### src/rtl/keypad_pkg.sv
// -----------------------------------------------------------------------------
// keypad_pkg
// Shared types and sizes for the 4x4 keypad scanner.
//   NUM_ROWS / NUM_COLS : keypad matrix dimensions
//   CODE_W              : width of a key code (row_index*4 + col_index)
//   deb_state_t         : debounce FSM states
// -----------------------------------------------------------------------------
package keypad_pkg;

  localparam int NUM_ROWS = 4;
  localparam int NUM_COLS = 4;
  localparam int CODE_W   = 4;

  typedef enum logic [1:0] {
    S_IDLE,
    S_CAND,
    S_PRESSED,
    S_RELEASING
  } deb_state_t;

endpackage

### src/rtl/keypad_scanner_if.sv
// -----------------------------------------------------------------------------
// keypad_scanner_if
// Bundle between the keypad matrix and the scanner.
//   row       : active-low row sense lines (keypad -> scanner)
//   col       : active-low column drive (scanner -> keypad)
//   key_code  : last accepted key code
//   key_valid : one-cycle pulse on a newly accepted press
//   key_held  : high from press acceptance until release acceptance
// slave  = scanner side, master = keypad/environment side.
// -----------------------------------------------------------------------------
interface keypad_scanner_if;
  import keypad_pkg::*;

  logic [NUM_ROWS-1:0] row;
  logic [NUM_COLS-1:0] col;
  logic [CODE_W-1:0]   key_code;
  logic                key_valid;
  logic                key_held;

  modport slave  (input  row, output col, key_code, key_valid, key_held);
  modport master (output row, input  col, key_code, key_valid, key_held);

endinterface

### src/rtl/keypad_debounce.sv
// -----------------------------------------------------------------------------
// keypad_debounce
// Press/release debounce FSM, evaluated once per full scan.
//   i_clock, i_reset : clock, synchronous active-high reset
//   i_scan_end       : one-cycle strobe at the last column tick of a scan
//   i_result_valid   : scan saw exactly one pressed key
//   i_result_code    : code of that key
//   o_key_code       : last accepted key code (held until next acceptance)
//   o_key_valid      : one-cycle pulse on acceptance of a press
//   o_key_held       : high between press acceptance and release acceptance
// -----------------------------------------------------------------------------
module keypad_debounce
  import keypad_pkg::*;
#(
  parameter int DEBOUNCE_SCANS = 4
) (
  input  logic              i_clock,
  input  logic              i_reset,
  input  logic              i_scan_end,
  input  logic              i_result_valid,
  input  logic [CODE_W-1:0] i_result_code,
  output logic [CODE_W-1:0] o_key_code,
  output logic              o_key_valid,
  output logic              o_key_held
);

  localparam logic [3:0] N_SCANS = 4'(DEBOUNCE_SCANS);

  deb_state_t        r_state, w_state_nxt;
  logic [3:0]        r_cnt, w_cnt_nxt;
  logic [CODE_W-1:0] r_cand, w_cand_nxt;
  logic [CODE_W-1:0] r_key_code;
  logic              r_key_valid, r_key_held;
  logic              w_accept, w_release, w_match;
  logic [3:0]        w_cnt_inc;

  assign w_match   = i_result_valid && (i_result_code == r_cand);
  assign w_cnt_inc = r_cnt + 4'd1;

  // NOTE: every always_comb output gets a default first so no path leaves it
  // unassigned, which would otherwise infer a latch.
  always_comb begin
    w_state_nxt = r_state;
    w_cnt_nxt   = r_cnt;
    w_cand_nxt  = r_cand;
    w_accept    = 1'b0;
    w_release   = 1'b0;
    if (i_scan_end) begin
      unique case (r_state)
        S_IDLE: if (i_result_valid) begin
          w_cand_nxt = i_result_code;
          w_cnt_nxt  = 4'd1;
          if (N_SCANS == 4'd1) begin
            w_state_nxt = S_PRESSED;
            w_accept    = 1'b1;
          end else begin
            w_state_nxt = S_CAND;
          end
        end
        S_CAND: begin
          if (w_match) begin
            w_cnt_nxt = w_cnt_inc;
            if (w_cnt_inc >= N_SCANS) begin
              w_state_nxt = S_PRESSED;
              w_accept    = 1'b1;
            end
          end else if (i_result_valid) begin
            w_cand_nxt = i_result_code;
            w_cnt_nxt  = 4'd1;
          end else begin
            w_state_nxt = S_IDLE;
          end
        end
        S_PRESSED: if (!w_match) begin
          w_cnt_nxt = 4'd1;
          // With a single-scan debounce this first miss is already the release.
          if (N_SCANS == 4'd1) begin
            w_state_nxt = S_IDLE;
            w_release   = 1'b1;
          end else begin
            w_state_nxt = S_RELEASING;
          end
        end
        S_RELEASING: begin
          if (w_match) begin
            w_state_nxt = S_PRESSED;
          end else begin
            w_cnt_nxt = w_cnt_inc;
            if (w_cnt_inc >= N_SCANS) begin
              w_state_nxt = S_IDLE;
              w_release   = 1'b1;
            end
          end
        end
        default: w_state_nxt = S_IDLE;
      endcase
    end
  end

  // NOTE: sequential state uses non-blocking assignments so every register
  // samples pre-edge values regardless of statement order.
  always_ff @(posedge i_clock) begin
    if (i_reset) begin
      r_state     <= S_IDLE;
      r_cnt       <= '0;
      r_cand      <= '0;
      r_key_code  <= '0;
      r_key_valid <= 1'b0;
      r_key_held  <= 1'b0;
    end else begin
      r_state     <= w_state_nxt;
      r_cnt       <= w_cnt_nxt;
      r_cand      <= w_cand_nxt;
      r_key_valid <= w_accept;
      if (w_accept)       r_key_code <= w_cand_nxt;
      if (w_accept)       r_key_held <= 1'b1;
      else if (w_release) r_key_held <= 1'b0;
    end
  end

  assign o_key_code  = r_key_code;
  assign o_key_valid = r_key_valid;
  assign o_key_held  = r_key_held;

endmodule

### src/rtl/keypad_scanner.sv
// -----------------------------------------------------------------------------
// keypad_scanner
// 4x4 matrix keypad scanner: drives one column low at a time, samples the
// synchronized rows at the end of each column dwell, classifies each full scan
// and hands the result to the debounce FSM.
//   i_clock, i_reset : clock, synchronous active-high reset
//   kp (slave)       : row in; col, key_code, key_valid, key_held out
// Parameters: SCAN_DIV_BITS (dwell = 2^SCAN_DIV_BITS cycles),
//             DEBOUNCE_SCANS (scans to accept a press/release, 1..15).
// -----------------------------------------------------------------------------
module keypad_scanner
  import keypad_pkg::*;
#(
  parameter int SCAN_DIV_BITS  = 17,
  parameter int DEBOUNCE_SCANS = 4
) (
  input  logic             i_clock,
  input  logic             i_reset,
  keypad_scanner_if.slave  kp
);

  logic [NUM_ROWS-1:0]      r_row_s1, r_row_s2;
  logic [SCAN_DIV_BITS-1:0] r_presc;
  logic [1:0]               r_col_idx, w_col_idx_nxt;
  logic [NUM_COLS-1:0]      r_col;
  logic [NUM_ROWS-1:0]      r_cap [NUM_COLS];
  logic [NUM_ROWS-1:0]      w_cap [NUM_COLS];
  logic                     w_tick, w_scan_end, w_result_valid;
  logic [4:0]               w_low_cnt;
  logic [CODE_W-1:0]        w_code;

  assign w_tick        = &r_presc;
  assign w_scan_end    = w_tick && (r_col_idx == 2'd3);
  assign w_col_idx_nxt = r_col_idx + 2'd1;

  always_ff @(posedge i_clock) begin
    if (i_reset) begin
      r_row_s1  <= '1;
      r_row_s2  <= '1;
      r_presc   <= '0;
      r_col_idx <= '0;
      r_col     <= 4'b1110;
      // NOTE: the capture array is reset (it is only four nibbles) so a scan
      // interrupted by reset can never leak stale presses into the next one.
      for (int c = 0; c < NUM_COLS; c++) r_cap[c] <= '1;
    end else begin
      r_row_s1 <= kp.row;
      r_row_s2 <= r_row_s1;
      r_presc  <= r_presc + SCAN_DIV_BITS'(1);
      if (w_tick) begin
        r_cap[r_col_idx] <= r_row_s2;
        r_col_idx        <= w_col_idx_nxt;
        r_col            <= ~(4'b0001 << w_col_idx_nxt);
      end
    end
  end

  // The last column is captured on the same edge the scan is evaluated, so
  // its fresh sample is forwarded instead of the stored one.
  always_comb begin
    for (int c = 0; c < NUM_COLS; c++)
      w_cap[c] = (w_tick && (2'(c) == r_col_idx)) ? r_row_s2 : r_cap[c];
  end

  // Count low row bits over the whole scan; one low bit gives a key, zero or
  // several (multi-press / ghosting) give no result.
  always_comb begin
    w_low_cnt = '0;
    w_code    = '0;
    for (int c = 0; c < NUM_COLS; c++) begin
      for (int r = 0; r < NUM_ROWS; r++) begin
        if (!w_cap[c][r]) begin
          w_low_cnt = w_low_cnt + 5'd1;
          w_code    = CODE_W'(r * NUM_COLS + c);
        end
      end
    end
  end

  assign w_result_valid = (w_low_cnt == 5'd1);

  keypad_debounce #(
    .DEBOUNCE_SCANS (DEBOUNCE_SCANS)
  ) u_debounce (
    .i_clock        (i_clock),
    .i_reset        (i_reset),
    .i_scan_end     (w_scan_end),
    .i_result_valid (w_result_valid),
    .i_result_code  (w_code),
    .o_key_code     (kp.key_code),
    .o_key_valid    (kp.key_valid),
    .o_key_held     (kp.key_held)
  );

  assign kp.col = r_col;

endmodule

### src/flat_wrapper.sv
// flat-port wrapper written by rule: the top's interface ports become plain ports
module keypad_scanner_flat import keypad_pkg::*;
#(
  parameter int SCAN_DIV_BITS  = 17,
  parameter int DEBOUNCE_SCANS = 4
)
  (i_clock, i_reset, kp_row, kp_col, kp_key_code, kp_key_valid, kp_key_held);
  keypad_scanner_if kp_i ();
  input  logic i_clock;
  input  logic i_reset;
  input wire logic [$bits(kp_i.row)-1:0] kp_row;
  output wire logic [$bits(kp_i.col)-1:0] kp_col;
  output wire logic [$bits(kp_i.key_code)-1:0] kp_key_code;
  output wire logic [$bits(kp_i.key_valid)-1:0] kp_key_valid;
  output wire logic [$bits(kp_i.key_held)-1:0] kp_key_held;
  assign kp_i.row = kp_row;
  assign kp_col = kp_i.col;
  assign kp_key_code = kp_i.key_code;
  assign kp_key_valid = kp_i.key_valid;
  assign kp_key_held = kp_i.key_held;
  keypad_scanner #(.SCAN_DIV_BITS(SCAN_DIV_BITS), .DEBOUNCE_SCANS(DEBOUNCE_SCANS)) u_core (.i_clock(i_clock), .i_reset(i_reset), .kp(kp_i));
endmodule
### config.mk
export PLATFORM = sky130hd
export DESIGN_NAME = keypad_scanner_flat
export DESIGN_NICKNAME = d
export VERILOG_FILES = /design/src/rtl/keypad_pkg.sv /design/src/rtl/keypad_scanner_if.sv /design/src/rtl/keypad_debounce.sv /design/src/rtl/keypad_scanner.sv /design/src/flat_wrapper.sv
export SDC_FILE = /design/constraint.sdc
export NUM_CORES = 1
export LEC_CHECK = 0
export BUFFER_PORTS_ARGS = -buffer_cell sky130_fd_sc_hd__buf_2
export CELL_PAD_IN_SITES_DETAIL_PLACEMENT = 1
export CELL_PAD_IN_SITES_GLOBAL_PLACEMENT = 1
export CORE_UTILIZATION = 35
export CTS_BUF_LIST = sky130_fd_sc_hd__clkbuf_4 sky130_fd_sc_hd__clkbuf_8
export DETAILED_ROUTE_END_ITERATION = 10
export MAX_ROUTING_LAYER = met4
export PLACE_DENSITY_LB_ADDON = 0.12
export SYNTH_ARGS = -nofsm -noshare
export SYNTH_HDL_FRONTEND = slang
export SYNTH_SLANG_ARGS = --single-unit
### constraint.sdc
create_clock -name i_clock -period 16.5 [get_ports i_clock]
set_clock_uncertainty 0.1 [all_clocks]
set_input_delay 2.475 -clock i_clock [delete_from_list [all_inputs] [get_ports i_clock]]
set_output_delay 2.475 -clock i_clock [all_outputs]
set_load 0.02 [all_outputs]
* After elaboration in Yosys (flattened, before gate mapping) *
Memory sizes are Yosys's and may differ from the RTL's.
Cells that the tools add are included.

operators by class
  reductions and logical operators = 13
  shifts and indexed selects = 1
  multiplexer cells = 69
  bitwise gates (word level) = 1
  order comparisons = 1
  equality and inequality tests = 15
  add/subtract/negate cells = 18

operators with widths
  cell                                                                    number
  4-bit 2-to-1 mux                                                        26
  5-bit 2-to-1 mux                                                        15
  5-bit by 1-bit adder with 5-bit output (second input constant)          14
  17-bit by 1-bit adder with 17-bit output (second input constant)        1
  17-bit AND reduction                                                    1
  1-bit 2-to-1 mux                                                        16
  2-bit 2-to-1 mux                                                        8
  4-bit case mux with 4 select lines                                      1
  3-bit inequality test (second input constant)                           3
  2-bit case mux with 4 select lines                                      1
  4-bit case mux with 2 select lines                                      1
  2-bit == test (second input constant)                                   3
  1-bit logical AND                                                       6
  2-bit inequality test (second input constant)                           3
  6-bit AND reduction                                                     1
  5-bit by 1-bit == test with 1-bit output (second input constant)        1
  4-bit by 1-bit adder with 4-bit output (second input constant)          1
  2-bit == test (first input constant)                                    2
  4-bit == test                                                           1
  4-bit by 3-bit >= comparator with 1-bit output (second input constant)  1
  2-bit zero test                                                         2
  4-bit NOT                                                               1
  4-bit OR reduction                                                      1
  1-bit by 2-bit left shift with 4-bit output (first input constant)      1
  7 further kinds                                                         7

word-level totals
  output and inout port bits = 10
  flip-flop bits (word level) = 47
  RAM bits = 16
  bits of input ports = 6
  logic and storage cells = 130
  memories kept = 1

memory list
  memory        depth  bits a word  rd ports  clocked after memory_dff  wr ports  line                  text
  u_core.r_cap  4      4            4         0                         4         keypad_scanner.sv:26  logic [NUM_ROWS-1:0] r_cap [NUM_COLS];

* Logic depth before layout (Yosys ltp) *
Gate-level depths: netlist of the first run.

  word-level depth = 41
  gate-level depth with buffers = 64
  depth with buffers taken out = 62

* Hierarchy *
A second synthesis of the first run with hierarchy kept.

unflattened totals
  cells, all modules = 520
  area total of the unflattened synthesis = 4710.8 um^2

by module, submodules not included
  module           area an instance (um^2)  cells an instance  instances  sequential area each (um^2)
  keypad_scanner   3818.7                   425                1          1101.1
  keypad_debounce  892.1                    95                 1          320.3

* Worst setup path after synthesis of the first run *
OpenSTA, ideal clock, no wires.

  path kind = flip-flop to flip-flop
  from = reg u_core.r_presc[3]
  to = reg u_core.u_debounce.r_cnt[2]
  data required time = 16.278 ns
  clock period less this slack = 12.111 ns
  setup slack = 4.389 ns
  path buffers = 2
  stages on the path, launching flop included = 65
  data arrival time = 11.889 ns
  setup time = 0.122 ns
  cells stage by stage = dfxtp_1 > and3_1 > and3_1 > nand3_1 > nor2_1 > and4_1 > nand2_1 > nor2_1 > ha_1 > buf_2 > buf_1 > nand2_1 > mux2_2 > inv_1 > ha_1 > xnor2_2 > inv_1 > ha_1 > [... 29 more ...] > ha_1 > nand2_1 > o31a_1 > o31ai_1 > ha_1 > mux2_2 > ha_1 > mux2_2 > ha_1 > xnor2_1 > xor2_1 > nand3_1 > a31oi_1 > nor4b_2 > a2bb2oi_4 > or3_4 > and3_1 > a221o_1

on the way
  longest elaborated chain between the ends = 38
  elaborated cells between the ends (all ways) = 65
  classes of those cells = add/sub (15); eq/ne (4); mux (38); reduce/logical (8)

RTL lines
  item                                                                       line                    text
  start: declaration                                                         keypad_scanner.sv:23    logic [SCAN_DIV_BITS-1:0] r_presc;
  start signal: assignment                                                   keypad_scanner.sv:49    r_presc <= r_presc + SCAN_DIV_BITS'(1);
  17-bit AND reduction *                                                     keypad_scanner.sv:32    assign w_tick = &r_presc;
  named net u_core.w_tick                                                    keypad_scanner.sv:28    logic w_tick, w_scan_end, w_result_valid;
  1-bit logical AND                                                          keypad_scanner.sv:62    w_cap[c] = (w_tick && (2'(c) == r_col_idx)) ? r_row_s2 : r_cap[c];
  4-bit 2-to-1 mux                                                           keypad_scanner.sv:62
  1-bit 2-to-1 mux                                                           keypad_scanner.sv:72    if (!w_cap[c][r]) begin
  1-bit by 1-bit adder with 2-bit output                                     keypad_scanner.sv:73    w_low_cnt = w_low_cnt + 5'd1;
  5-bit 2-to-1 mux                                                           keypad_scanner.sv:72
  5-bit by 1-bit adder with 5-bit output                                     keypad_scanner.sv:73
  [... 23 more ...]                                                          -
  5-bit by 1-bit adder with 5-bit output                                     keypad_scanner.sv:73
  5-bit 2-to-1 mux                                                           keypad_scanner.sv:72
  5-bit by 1-bit adder with 5-bit output                                     keypad_scanner.sv:73
  5-bit 2-to-1 mux                                                           keypad_scanner.sv:72
  5-bit by 1-bit == test with 1-bit output                                   keypad_scanner.sv:80    assign w_result_valid = (w_low_cnt == 5'd1);
  4-bit 2-to-1 mux or 1-bit logical AND (tied branches)                      -
  4-bit 2-to-1 mux or 2-bit inequality test (tied branches)                  -
  4-bit case mux with 4 select lines or 3-bit AND reduction (tied branches)  -
  end signal: assignment                                                     keypad_debounce.sv:112  r_cnt <= w_cnt_nxt;
  end: declaration                                                           keypad_debounce.sv:30   logic [3:0] r_cnt, w_cnt_nxt;

The timed path passes the listed nets; every way through them passes the cells marked *.
A chain may end at the register's enable or synchronous reset.

* Worst setup path in the final report of the first run *
Same ends and word-level chain as after synthesis.

==> impl_metrics.env, run 1 <==
export IMPL_p_leak_nw=2.02
export IMPL_drive_gt1_share_pct=15.7
export IMPL_crit_slowest_cell="dfxtp_1"
export IMPL_die_width_um=118
export IMPL_drt_initial_drc_count=119
export IMPL_cellPowerDensity_nw_per_um2=140
export IMPL_io_pin_count=16
export IMPL_grt_pass1_wl_um=18600
export IMPL_dp_slack_ns=3.48
export IMPL_slew_limit_headroom_pct=41.7
export IMPL_synth_xor_area_share_pct=16.6
export IMPL_dieArea_um2=14000
export IMPL_fin_crit_sh_pct=78.5
export IMPL_root_buffer="clkbuf_8"
export IMPL_finalHoldViolCount=0
export IMPL_endpoint_kind="flip-flop"
export IMPL_via_count=3706
export IMPL_yosysMostFrequentCell="nor2_1"
export IMPL_synth_nets=559
export IMPL_grt_pass1_vias=3836
export IMPL_cts_resized=0
export IMPL_synth_mux_area_share_pct=5.90
export IMPL_setup_viol=0
export IMPL_synthAdderAreaFrac_pct=5.80
export IMPL_clockBufferDepth=2
export IMPL_synth_top_area_share_pct=19.8
export IMPL_ys_seq_elements=63
export IMPL_cts_tree="built"
export IMPL_n_fill_cell=1580
export IMPL_core_um2=13200
export IMPL_rows=42
export IMPL_synthSimpleGateAreaFrac_pct=24.2
export IMPL_finalSetupTns_ns=0
export IMPL_wl_met2_um=4980
export IMPL_path_clk_slew_ns=0.08
export IMPL_fmax_mhz=77.2
export IMPL_worst_slack_ns=3.55
export IMPL_outcome="finished, final reports clean"
export IMPL_worst_pin_slew_ns=0.851
export IMPL_postCtsSetupBuffers=0
export IMPL_synth_area_leaders="dfxtp_1, edfxtp_1, ha_1"
export IMPL_fin_nets=570
export IMPL_synth_commonest_cells="nor2_1, nand2_1, dfxtp_1"
export IMPL_grt_max_degree=54
export IMPL_min_path_type="reg2reg"
export IMPL_diodes=0
export IMPL_synthesis_instances=531
export IMPL_clk_latency_ns=0.34
export IMPL_slowest_delay_ns=0.38
export IMPL_path_delay_family="adder cells"
export IMPL_grt_usage_pct=16.7
export IMPL_rsz0062_at_grt="false"
export IMPL_dieHeight_um=118
export IMPL_ant_nets=0
export IMPL_timing_critical_path_buf_inv=4
export IMPL_wl_met1_um=5220
export IMPL_wl_met3_um=166
export IMPL_area_growth_pct=9.44
export IMPL_place_hpwl_um=8120
export IMPL_critPathKind="reg2reg"
export IMPL_synthFlopType="dfxtp_1"
export IMPL_wire_per_inst_um=14.6
export IMPL_syn_cell_area_um2=4750
export IMPL_start_kind="flip-flop"
export IMPL_maxSlewViolCount=0
export IMPL_critPathArrivalTime_ns=13.08
export IMPL_ys_warn_count=0
export IMPL_synth_compound_area_share_pct=14.4
export IMPL_h_tree_depth=3
export IMPL_fin_crit_ns=12.95
export IMPL_crit_fanout=10
export IMPL_postCtsHoldBufs=0
export IMPL_grt_antenna_before_repair=0
export IMPL_synth_top_family_by_area="simple AND/OR/NAND/NOR gates"
export IMPL_top_layer_used="met4"
export IMPL_drc=0
export IMPL_netlist_top_cell_by_area="dfxtp_1"
export IMPL_ir_worst_vdd_uv=61.9
export IMPL_drt_pre_antenna_iters=4
export IMPL_cts_buffers=9
export IMPL_async_flop_share_pct=0
export IMPL_yosysSeqAreaShare_pct=29.9
export IMPL_overflow=0
export IMPL_initial_core_util_pct=35.8
export IMPL_cp_common_cell="ha_1"
export IMPL_maxCapViolCount=0
export IMPL_wl_um=10500
export IMPL_avgViaCountPerCell=5.13
export IMPL_required_ns=16.63
export IMPL_cts_sinks=63
export IMPL_io_buffers=15
export IMPL_syn_avg_cell_area_um2=8.94
export IMPL_gp_congestion=0.742
export IMPL_ys_types=78
export IMPL_synth_edf_count=16
==> registers in the layout (all words and copies together) (netlist names), named ones only <==
| signal | count |
|---|---|
| u_core.u_debounce.o_key_held | 1 |
| u_core.r_cap | 16 |
| u_core.kp.col | 4 |
| u_core.r_row_s2 | 4 |
| u_core.r_presc | 17 |
| u_core.u_debounce.r_cnt | 4 |
| u_core.r_row_s1 | 4 |
| u_core.r_col_idx | 2 |
| u_core.u_debounce.o_key_code | 4 |
| u_core.u_debounce.r_cand | 4 |
| u_core.u_debounce.o_key_valid | 1 |
| u_core.u_debounce.r_state | 1 |
==> routing by layer <==
layer | global-route usage, % | up-vias
met5 | - | -
met4 | 4.98 | 0
met1 | 21.5 | 1772
met3 | 2.17 | 13
met2 | 27.5 | 26
li1 | - | 1895
==> final timing paths <==
kind,slack (ns),cells past startpoint,from,end
setup reg to reg,3.55,62,u_core.r_presc[3],u_core.u_debounce.r_cnt[2]
setup / recovery,3.55,62,u_core.r_presc[3],u_core.u_debounce.r_cnt[2]
hold reg to reg,0.32,1,u_core.r_row_s1[0],u_core.r_row_s2[0]
hold / removal,0.32,1,u_core.r_row_s1[0],u_core.r_row_s2[0]
==> kinds of logic after synthesis <==
family,count (synthesis)
flops,63
buf+inv,38
fa+ha+maj,22
simple gates,221
mux,27
xor+xnor,69
compound gates,91
==> power breakdown <==
group	total, W	switching (W)	internal (W)
logic	0.000427	0.000241	0.000187
registers	0.000165	0.00000314	0.000161
clock network	0.000135	0.0000642	0.0000712
==> placed cells by master (no fill, tap or decap), types with 7 or more instances in the layout <==
master / instances
o21ai_0: 17
nor3_1: 9
inv_1: 18
nand2_1: 51
xnor2_1: 27
nor2_1: 56
ha_1: 22
edfxtp_1: 16
or2_2: 15
clkbuf_8: 9
and3_1: 10
a211oi_1: 8
nand2b_1: 21
mux2i_1: 21
o31ai_1: 7
nand3_1: 17
a21oi_1: 14
buf_2: 15
xor2_1: 27
dfxtp_1: 47
==> stage by stage <==
stage                     hold WS, ns  utilization, %  instances  total power (W)  cell area (um2)
after floorplan                 0.289               -        531         0.000519             4750
after global placement          0.293            37.7        707         0.000580             4990
after detailed placement        0.302            37.7        707         0.000596             4990
after CTS                       0.321            39.2        723         0.000737             5190
after global routing            0.336            39.2        723         0.000791             5190
final                           0.316            39.2        723         0.000727             5190
==> area by class of cell <==
type	instances	area (um2)	share of cell area [%]
multi-input combinational	430	3180	61.2
sequential	63	1420	27.4
tap	176	220	4.24
clock buffer	9	124	2.38
timing repair buffer	18	97.6	1.88
clock inverter	7	80.1	1.54
inverter	20	75.1	1.45
Power figures use the tool's default switching activity.
==> run 2, diff against run 1 <==
--- a/config.mk
+++ b/config.mk
@@ -5,6 +5,7 @@
 export SDC_FILE = /design/constraint.sdc
 export NUM_CORES = 1
 export LEC_CHECK = 0
+export ABC_AREA = 1
 export BUFFER_PORTS_ARGS = -buffer_cell sky130_fd_sc_hd__buf_2
 export CELL_PAD_IN_SITES_DETAIL_PLACEMENT = 1
 export CELL_PAD_IN_SITES_GLOBAL_PLACEMENT = 1
==> constraint.sdc (replaced) <==
create_clock -name i_clock -period 12.76 [get_ports i_clock]
set_clock_uncertainty 0.1 [all_clocks]
set_input_delay 1.914 -clock i_clock [delete_from_list [all_inputs] [get_ports i_clock]]
set_output_delay 1.914 -clock i_clock [all_outputs]
set_load 0.02 [all_outputs]
==> impl_metrics.env, run 2 <==
export IMPL_syn_avg_cell_area_um2=6.45
export IMPL_p_leak_nw=2.75
export IMPL_grt_usage_pct=18.0
export IMPL_worst_pin_slew_ns=0.842
export IMPL_cts_buffers=9
export IMPL_min_path_type="reg2reg"
export IMPL_drive_gt1_share_pct=19.6
export IMPL_wire_per_inst_um=12.3
export IMPL_ant_nets=0
export IMPL_fin_crit_sh_pct=93.0
export IMPL_largest_reg_flops=17
export IMPL_root_buffer="clkbuf_8"
export IMPL_regMostFlops="u_core.r_presc"
export IMPL_gp_congestion=0.780
export IMPL_ys_seq_elements=63
export IMPL_synth_top_area_share_pct=19.4
export IMPL_dieArea_um2=14400
export IMPL_seqCellArea_um2=1420
export IMPL_fin_crit_ns=11.87
export IMPL_ys_types=42
export IMPL_finalSetupTns_ns=0
export IMPL_synthFlopType="dfxtp_1"
export IMPL_maxSlewViolCount=0
export IMPL_clockBufferDepth=2
export IMPL_syn_cell_area_um2=4860
export IMPL_multi_input_area_um2=2990
export IMPL_clk_latency_ns=0.34
export IMPL_timing_critical_path_buf_inv=13
export IMPL_setup_viol=0
export IMPL_slowest_delay_ns=0.34
export IMPL_wl_um=11900
export IMPL_synth_commonest_cells="nand2_1, inv_1, nand3_1"
export IMPL_die_width_um=120
export IMPL_place_hpwl_um=9380
export IMPL_synth_top_family_by_area="simple AND/OR/NAND/NOR gates"
export IMPL_switching_power_w=0.000122
export IMPL_via_count=4620
export IMPL_power_frac_seq_pct=47.0
export IMPL_grt_pass1_vias=4773
export IMPL_io_buffers=15
export IMPL_avgViaCountPerCell=4.78
export IMPL_synth_xor_area_share_pct=0.721
export IMPL_drt_initial_drc_count=97
export IMPL_crit_fanout=10
export IMPL_overflow=0
export IMPL_synthSimpleGateAreaFrac_pct=44.9
export IMPL_p_sw_share_pct=27.3
export IMPL_synth_area_leaders="dfxtp_1, nand2_1, edfxtp_1"
export IMPL_io_pin_count=16
export IMPL_core_um2=13400
export IMPL_diodes=0
export IMPL_cts_tree="built"
export IMPL_power_internal_w=0.000324
export IMPL_placed_cells=938
export IMPL_n_fill_cell=1812
export IMPL_endpoint_kind="flip-flop"
export IMPL_fin_cells=966
export IMPL_netlist_top_cell_by_area="dfxtp_1"
export IMPL_final_common_cell="nand2_1"
export IMPL_slew_limit_headroom_pct=43.8
export IMPL_yosysMostFrequentCell="nand2_1"
export IMPL_initial_core_util_pct=36.3
export IMPL_fmax_mhz=84.2
export IMPL_maxCapViolCount=0
export IMPL_required_ns=12.93
export IMPL_fin_nets=813
export IMPL_cts_sinks=63
export IMPL_h_tree_depth=3
export IMPL_grt_max_degree=27
export IMPL_outcome="finished, final reports clean"
export IMPL_ys_warn_count=0
export IMPL_crit_slowest_cell="dfxtp_2"
export IMPL_async_flop_share_pct=0
export IMPL_cp_common_cell="ha_1"
export IMPL_area_growth_pct=13.2
export IMPL_synth_nets=781
export IMPL_critPathArrivalTime_ns=12.04
export IMPL_largestRegisters="u_core.r_presc (17), u_core.r_cap (16)"
export IMPL_ir_worst_vdd_uv=111
export IMPL_critPathKind="reg2reg"
export IMPL_clockPowerShare_pct=37.2
export IMPL_synthAdderAreaFrac_pct=5.66
export IMPL_synthesis_instances=753
export IMPL_synth_compound_area_share_pct=8.24
export IMPL_cellPowerDensity_nw_per_um2=81.1
export IMPL_synth_edf_count=16
export IMPL_grt_antenna_before_repair=0
export IMPL_drt_pre_antenna_iters=4
export IMPL_yosysSeqAreaShare_pct=29.2
export IMPL_finalHoldViolCount=0
export IMPL_grt_pass1_wl_um=21000
export IMPL_pwr_share_comb_pct=15.8
export IMPL_start_kind="flip-flop"
export IMPL_drc=0
export IMPL_synth_mux_area_share_pct=0
export IMPL_rows=42
export IMPL_final_cell_mix="nand2_1, inv_1, nand3_1"
export IMPL_path_delay_family="simple AND/OR/NAND/NOR gates"
export IMPL_dieHeight_um=120
export IMPL_path_clk_slew_ns=0.07
-- run 2: cell types whose count changed in the layout (fill, tap and decap cells not counted), sizes merged, moves of 22 or more --
cell	delta
inv	+113
mux2i	-22
nand2	+186
nand3	+72
xnor2	-31
xor2	-27
-- run 2: layout make-up --
type | instances | share of cell area [%]
inverter | 136 | 9.33
sequential | 63 | 25.9
tap | 176 | 4.00
multi-input combinational | 548 | 54.3
clock inverter | 5 | 0.910
clock buffer | 11 | 2.53
timing repair buffer | 27 | 3.07
-- run 2: timing repair --
item | CTS | global route
buffers inserted | 0 | 11
gates resized for setup | 0 | 32
endpoints found under the setup margin | 0 | 16
hold buffers | 0 | 0
-- run 2: worst reg2reg max path, delay by kind of cell, from the launching register on --
| kind | cells | cell delay [ns] |
|---|---|---|
| AO/OA/AOI/OAI | 3 | 0.33 |
| adder cells (fa/ha/maj) | 16 | 4.19 |
| buffers and inverters | 13 | 0.78 |
| flip-flops | 1 | 0.34 |
| AND/OR/NAND/NOR | 46 | 6.10 |
-- run 2: final timing paths --
check / start / slack [ns] / depth (start not counted) / to
setup / recovery: u_core.r_presc[0] / 0.89 / 78 / flip-flop
hold reg to reg: u_core.r_row_s1[0] / 0.31 / 1 / u_core.r_row_s2[0]
setup reg to reg: u_core.r_presc[0] / 0.89 / 78 / flip-flop
hold / removal: u_core.r_row_s1[0] / 0.31 / 1 / u_core.r_row_s2[0]
-- run 2: through the flow --
stage,utilization [%],instance area [um2],total power (W),hold slack [ns],worst slack (ns)
4_1_cts,39.7,5320,0.000446,0.311,0.197
2_1_floorplan,-,4860,0.000267,0.289,1.57
6_report,41.0,5500,0.000446,0.305,0.889
5_1_grt,41.0,5500,0.000471,0.338,-0.0819
3_5_place_dp,38.3,5130,0.000281,0.295,0.267
3_3_place_gp,38.3,5130,0.000278,0.292,0.641
-- run 2: logic make-up after synthesis --
family	Yosys count
AND/OR/NAND/NOR	458
buffers and inverters	143
AO/OA/AOI/OAI	63
flip-flops	63
adder cells (fa/ha/maj)	22
XOR/XNOR	4
-- run 2: power by group through the flow --
stage | clock [W] | combinational (W) | sequential, W
after floorplan | 0 | 0.0000538 | 0.000213
after global routing | 0.000179 | 0.0000816 | 0.000210
after CTS | 0.000169 | 0.0000674 | 0.000210
after detailed placement | 0 | 0.0000670 | 0.000214
after global placement | 0 | 0.0000645 | 0.000214
final | 0.000166 | 0.0000703 | 0.000210
-- run 2: per-layer routing --
layer  GRT usage (%)  part of all wire, %
met2            31.1                   49
met5               -                    0
met3            2.09                  1.4
met1            22.1                   49
met4            4.53                  1.1
